==> src/rtl/reflector_cfg_loader.sv <==
// Byte-serial loader for the reflector wiring table: collects 26 letters, validates
// range / no fixed points / involution, then commits the packed table with a set pulse.
`timescale 1ns/1ps
module reflector_cfg_loader #(
   parameter int N_LET  = 26,
   parameter int CHAR_W = 8,
   parameter int BASE   = 65
) (
   input  logic                      clk,
   input  logic                      reset_n,
   input  logic                      start,
   input  logic                      cfg_valid,
   input  logic [CHAR_W-1:0]         cfg_data,
   output logic                      cfg_ready,
   output logic [N_LET*CHAR_W-1:0]   idx_out,
   output logic                      set_out,
   output logic                      busy,
   output logic                      done,
   output logic                      err,
   output logic [1:0]                err_code
);

   localparam int                IDX_W = $clog2(N_LET);
   localparam logic [IDX_W-1:0]  LAST  = IDX_W'(N_LET - 1);
   localparam logic [CHAR_W-1:0] LO    = CHAR_W'(BASE);
   localparam logic [CHAR_W-1:0] HI    = CHAR_W'(BASE + N_LET - 1);

   typedef enum logic [2:0] {IDLE, LOAD, CHECK, COMMIT, ERR} state_t;

   state_t             state, state_next;
   logic [IDX_W-1:0]   cnt, j, t;
   logic [CHAR_W-1:0]  shadow [N_LET];

   logic       handshake, byte_ok, fixed_pt, not_invol;
   logic       restart, store, step, commit, set_err;
   logic [1:0] code_next;

   assign cfg_ready = (state == LOAD) && !start;
   assign busy      = (state == LOAD) || (state == CHECK) || (state == COMMIT);
   assign handshake = cfg_valid && cfg_ready;
   assign byte_ok   = (cfg_data >= LO) && (cfg_data <= HI);

   // Every stored byte passed the range check, so t always indexes a real entry.
   assign t         = IDX_W'(shadow[j] - LO);
   assign fixed_pt  = (t == j);
   assign not_invol = (shadow[t] != (LO + CHAR_W'(j)));

   always_ff @(posedge clk or negedge reset_n) begin
      if (!reset_n) state <= IDLE;
      else          state <= state_next;
   end

   always_comb begin
      // NOTE: every signal gets a default first so no path can leave it unassigned
      // and infer a latch.
      state_next = state;
      restart    = 1'b0;
      store      = 1'b0;
      step       = 1'b0;
      commit     = 1'b0;
      set_err    = 1'b0;
      code_next  = 2'd0;
      case (state)
         IDLE: begin
            if (start) begin
               state_next = LOAD;
               restart    = 1'b1;
            end
         end
         LOAD: begin
            if (start) begin
               state_next = LOAD;
               restart    = 1'b1;
            end else if (handshake) begin
               if (!byte_ok) begin
                  state_next = ERR;
                  set_err    = 1'b1;
                  code_next  = 2'd1;
               end else begin
                  store = 1'b1;
                  if (cnt == LAST) state_next = CHECK;
               end
            end
         end
         CHECK: begin
            if (start) begin
               state_next = LOAD;
               restart    = 1'b1;
            end else if (fixed_pt) begin
               state_next = ERR;
               set_err    = 1'b1;
               code_next  = 2'd2;
            end else if (not_invol) begin
               state_next = ERR;
               set_err    = 1'b1;
               code_next  = 2'd3;
            end else if (j == LAST) begin
               state_next = COMMIT;
               commit     = 1'b1;
            end else begin
               step = 1'b1;
            end
         end
         COMMIT: state_next = IDLE;
         ERR: begin
            if (start) begin
               state_next = LOAD;
               restart    = 1'b1;
            end
         end
         default: state_next = IDLE;
      endcase
   end

   // set_out/done/idx_out are registered on the CHECK->COMMIT edge, so the pulse
   // occupies exactly the COMMIT cycle.
   always_ff @(posedge clk or negedge reset_n) begin
      if (!reset_n) begin
         cnt      <= '0;
         j        <= '0;
         idx_out  <= '0;
         set_out  <= 1'b0;
         done     <= 1'b0;
         err      <= 1'b0;
         err_code <= 2'd0;
         // NOTE: the shadow table is cleared on reset so a partial load never
         // survives it; it is small enough to live in flops.
         for (int k = 0; k < N_LET; k++) shadow[k] <= '0;
      end else begin
         set_out <= commit;
         done    <= commit;
         if (restart) begin
            cnt      <= '0;
            j        <= '0;
            err      <= 1'b0;
            err_code <= 2'd0;
         end
         if (store) begin
            shadow[cnt] <= cfg_data;
            if (cnt != LAST) cnt <= cnt + 1'b1;
         end
         if (step) j <= j + 1'b1;
         if (set_err) begin
            err      <= 1'b1;
            err_code <= code_next;
         end
         if (commit) begin
            for (int k = 0; k < N_LET; k++)
               idx_out[(N_LET-1-k)*CHAR_W +: CHAR_W] <= shadow[k];
         end
      end
   end

endmodule

==> config.mk <==
export PLATFORM = sky130hd
export DESIGN_NAME = reflector_cfg_loader
export DESIGN_NICKNAME = d
export VERILOG_FILES = /design/src/rtl/reflector_cfg_loader.sv
export SDC_FILE = /design/constraint.sdc
export NUM_CORES = 1
export LEC_CHECK = 0
export ABC_CLOCK_PERIOD_IN_PS = 11210
export CORE_UTILIZATION = 47
export CTS_CLUSTER_SIZE = 8
export DETAILED_ROUTE_END_ITERATION = 16
export PLACE_DENSITY = 0.79
export SLEW_MARGIN = 20
export SYNTH_ARGS = -nofsm -noshare
export SYNTH_HDL_FRONTEND = slang
export SYNTH_SLANG_ARGS = --single-unit
==> constraint.sdc <==
create_clock -name clk -period 11.21 [get_ports clk]
set_input_delay 1.6815 -clock clk [delete_from_list [all_inputs] [get_ports clk]]
set_output_delay 1.6815 -clock clk [all_outputs]
set_load 0.01 [all_outputs]
==> metrics <==
clock input transition at the sequential cells of the worst setup and hold paths=~0.050 ns; Yosys cell types=93; cts bufs inserted=60; hold endpoint=shadow[158]$_DFFE_PN0P_; global-route wire length before repair=87.3 mm; initial antenna violation count=0; total setup buffers inserted after CTS=0; Warnings, synthesis=0; number of I/O port buffers=226; pin count of the biggest net entering global routing=around 160; Filler cells=3247; CP Max Fanout=60; number of synthesized flops with an enable pin=0; static power due to leakage=roughly 0.012 µW; number of cells upsized or downsized after cts=0; global-route met3 utilization=0.0491; via total after detailed routing=13300; number of global-route vias before repair=~14000; total wire length after detailed routing=57.3 mm; arrival time at the worst endpoint=between 8 and 9 ns; Final Max Tran Viols=0; residual antenna-violating net count after detailed routing=0; grt met1 use=0.380; cells after synthesis=1436; PwrDens=169 mW/mm²; register area share after synthesis=0.534; Root Buffer=sky130_fd_sc_hd__clkbuf_16; post-synthesis area per instance=~14 µm²; Fmax=128 MHz; DP Wirelength=40.0 mm; overall overflow remaining after global route=0; Final #Nets=1678; number of nets in the synthesized netlist=roughly 1500; unrepaired setup endpoints after global routing=no; maximum root-to-sink buffer count=3; area fraction of the dominant cell type after synthesis=0.534; number of max-capacitance violations reported=0; first drt pass iteration count=5; #FFs+latches synth=433; result of the run=finished, final reports clean; Post-Synthesis Cell Area=slightly above 0.02 mm²; post-synth top area cell=sky130_fd_sc_hd__dfrtp_1; hold path depth=2; total number of H-tree levels=2; internal reg-to-reg setup slack=3.43 ns; clock latency reported for the late side of the worst-skew pair=0.60 ns; worst min-delay path category=flip-flop to flip-flop; leading register cell type out of synthesis=sky130_fd_sc_hd__dfrtp_1; Placer Congestion=0.955; overall track demand over capacity in global routing=0.266; final design utilization=0.578; Die Footprint=0.0440 mm²; slew at the pin with the worst max-slew slack=1.02 ns; terminus of the critical flop-to-flop path=idx_out[152]$_DFFE_PN0P_; TritonCTS clock tree=built; CTS Hold Buffers Added=0; leading cell types by total area after synthesis=sky130_fd_sc_hd__dfrtp_1, sky130_fd_sc_hd__mux2_2, sky130_fd_sc_hd__mux2_4, sky130_fd_sc_hd__mux4_2, sky130_fd_sc_hd__mux2i_1; average via count per standard cell=6.03; most heavily used metal layer in global routing=met2; final cell area excluding filler cells=0.0244 mm²; area after detailed placement=0.0229 mm²; critical path startpoint category=flip-flop; Critical Path End Type=flip-flop; Final Hold Fails=0; beginning of the worst hold path=shadow[158]$_DFFE_PN0P_; fraction of final layout cells sized beyond drive strength 1=0.305; final total power=4130 µW; worst slew margin relative to its limit=0.322; number of cells on the worst reg-to-reg path=18; core region area=0.0422 mm²; starting density of the core=0.481; start point of the critical path=j[0]$_DFFE_PN0P_; DR iter-0 viols=1167; setup TNS=0 ns; required time at the endpoint of the critical path=about 12 ns; wire per inst=26.0 µm; antenna fix cells=0; Synth async-reset ratio=1.00; Die Width=around 210 µm; I/O pin total=227; maximum clock skew at final layout=0.0221 ns; DRC viols=0; count of endpoints failing setup in the final report=0; die outline height=210 µm; beginning of the worst register-to-register path=j[0]$_DFFE_PN0P_; share of the cycle needed by the critical path after routing=0.694; row cnt=75; VDD IR max=0.0000961 V; final hold slack=0.477 ns; clock sink count=433; category of the critical setup timing path=flip-flop to flip-flop; routing usage on met2=0.413; Layout area overhead=20.3%; clock period minus worst slack=7.78 ns
==> how the worst max path moves through the flow <==
| stage | endpoint | slack, ns | cells past startpoint |
|---|---|---|---|
| CTS | idx_out[152]$_DFFE_PN0P_ | 3.55 | 18 |
| detailed placement | idx_out[159]$_DFFE_PN0P_ | 3.63 | 18 |
| global placement | idx_out[206]$_DFFE_PN0P_ | 3.67 | 18 |
| global route | idx_out[152]$_DFFE_PN0P_ | 3.05 | 18 |
| floorplan | idx_out[0]$_DFFE_PN0P_ | 5.09 | 25 |
| finish | idx_out[152]$_DFFE_PN0P_ | 3.43 | 18 |
==> area by class of cell <==
cell class / instances / area (µm²) / area share
Multi-Input combinational cell: 889 / 8790 / 0.360
Clock inverter: 3 / 30.0 / 0.00123
Tap cell: 539 / 674 / 0.0276
Sequential cell: 433 / 10800 / 0.444
Inverter: 26 / 97.6 / 0.00400
Clock buffer: 64 / 1530 / 0.0625
Timing Repair Buffer: 249 / 2470 / 0.101
==> layout by cell type (no fill, tap or decap), drive strengths merged, types with 7 or more instances in the layout <==
cell type,count
a21oi,15
a22oi,8
a31oi,7
and2,61
buf,24
clkbuf,64
clkdlybuf4s50,225
dfrtp,433
ha,7
inv,26
mux2,353
mux2i,62
mux4,39
nand2,89
nand2b,18
nand3,26
nand4,7
nor2,15
nor3,14
nor4,8
o211ai,11
o21ai,26
o32ai,12
xnor2,11
==> sequential cells by signal (all words and copies together), names as in the netlist <==
name and flops:
cnt 5, done 1, err 1, err_code 2
idx_out 208, j 5, shadow 208, state 3
==> worst max-delay path: stages, from the launching register on <==
cell,delay [ns]
sky130_fd_sc_hd__dfrtp_2,0.35
sky130_fd_sc_hd__buf_4,0.41
sky130_fd_sc_hd__mux4_2,0.56
sky130_fd_sc_hd__nand2b_1,0.18
sky130_fd_sc_hd__a41oi_2,0.36
sky130_fd_sc_hd__nor2_4,0.08
sky130_fd_sc_hd__inv_2,0.56
sky130_fd_sc_hd__ha_2,0.48
sky130_fd_sc_hd__inv_1,0.21
sky130_fd_sc_hd__a31oi_2,0.78
sky130_fd_sc_hd__nor2_4,0.29
sky130_fd_sc_hd__mux2_2,0.31
sky130_fd_sc_hd__a41oi_1,0.13
sky130_fd_sc_hd__nor4_1,0.39
sky130_fd_sc_hd__xor2_1,0.31
sky130_fd_sc_hd__or3_1,0.29
sky130_fd_sc_hd__or3_4,0.54
sky130_fd_sc_hd__buf_4,0.85
sky130_fd_sc_hd__mux2_2,0.44
==> cell usage after synthesis (4+ instances only) <==
cell                          n
sky130_fd_sc_hd__nor4_1       6
sky130_fd_sc_hd__nand2_1     88
sky130_fd_sc_hd__xor2_1       4
sky130_fd_sc_hd__buf_6       19
sky130_fd_sc_hd__a32oi_1      5
sky130_fd_sc_hd__mux2i_1     62
sky130_fd_sc_hd__and3_1       5
sky130_fd_sc_hd__dfrtp_1    433
sky130_fd_sc_hd__mux4_2      38
sky130_fd_sc_hd__o2111ai_1    5
sky130_fd_sc_hd__nand3b_1     5
sky130_fd_sc_hd__nor3_1      13
sky130_fd_sc_hd__inv_1       24
sky130_fd_sc_hd__and2_1      61
sky130_fd_sc_hd__a21oi_1     13
sky130_fd_sc_hd__clkbuf_1    36
sky130_fd_sc_hd__buf_4        5
sky130_fd_sc_hd__a22oi_1      8
sky130_fd_sc_hd__nor2_1      13
sky130_fd_sc_hd__buf_1        6
sky130_fd_sc_hd__nand3_1     25
sky130_fd_sc_hd__buf_12       4
sky130_fd_sc_hd__buf_2       17
sky130_fd_sc_hd__xnor2_1     11
sky130_fd_sc_hd__mux2_4     120
sky130_fd_sc_hd__o211ai_1    10
sky130_fd_sc_hd__nand4_1      5
sky130_fd_sc_hd__mux2_2     230
sky130_fd_sc_hd__o21ai_0     22
sky130_fd_sc_hd__a31oi_1      6
sky130_fd_sc_hd__ha_1         7
sky130_fd_sc_hd__or3_1        5
sky130_fd_sc_hd__o32ai_1     11
sky130_fd_sc_hd__nand2b_1    18
==> metal layers <==
| metal | up-vias | routed length [µm] |
|---|---|---|
| met1 | 7007 | 25500 |
| li1 | 5679 | - |
| met3 | 70 | 3720 |
| met5 | - | 0 |
| met2 | 535 | 26900 |
| met4 | 0 | 1170 |
==> per-stage QoR <==
stage | std cells | setup WS [ns]
after floorplan | 1436 | 5.09
after global placement | 2136 | 3.67
after detailed placement | 2136 | 3.63
after CTS | 2203 | 3.55
after global routing | 2203 | 3.05
final | 2203 | 3.43
==> cell families (layout without fill, tap and decap cells) <==
| group | Yosys count | count (layout) | synth area share |
|---|---|---|---|
| DFF | 433 | 433 | 0.534 |
| and+or+nand+nor | 269 | 269 | 0.0724 |
| buffers and inverters | 114 | 342 | 0.0338 |
| AOI/OAI and AO/OA | 144 | 144 | 0.0571 |
| xor gates and xnor gates | 15 | 15 | 0.00647 |
| adders and majority gates | 7 | 7 | 0.00431 |
| muxes | 454 | 454 | 0.292 |
==> power breakdown <==
part           switching (µW)  internal [µW]  total (µW)
Sequential               26.0           1580        1610
Combinational             626            328         954
Clock                     622            941        1560
Total                    1270           2850        4130
Note: power is estimated with default switching activity, not from simulation.
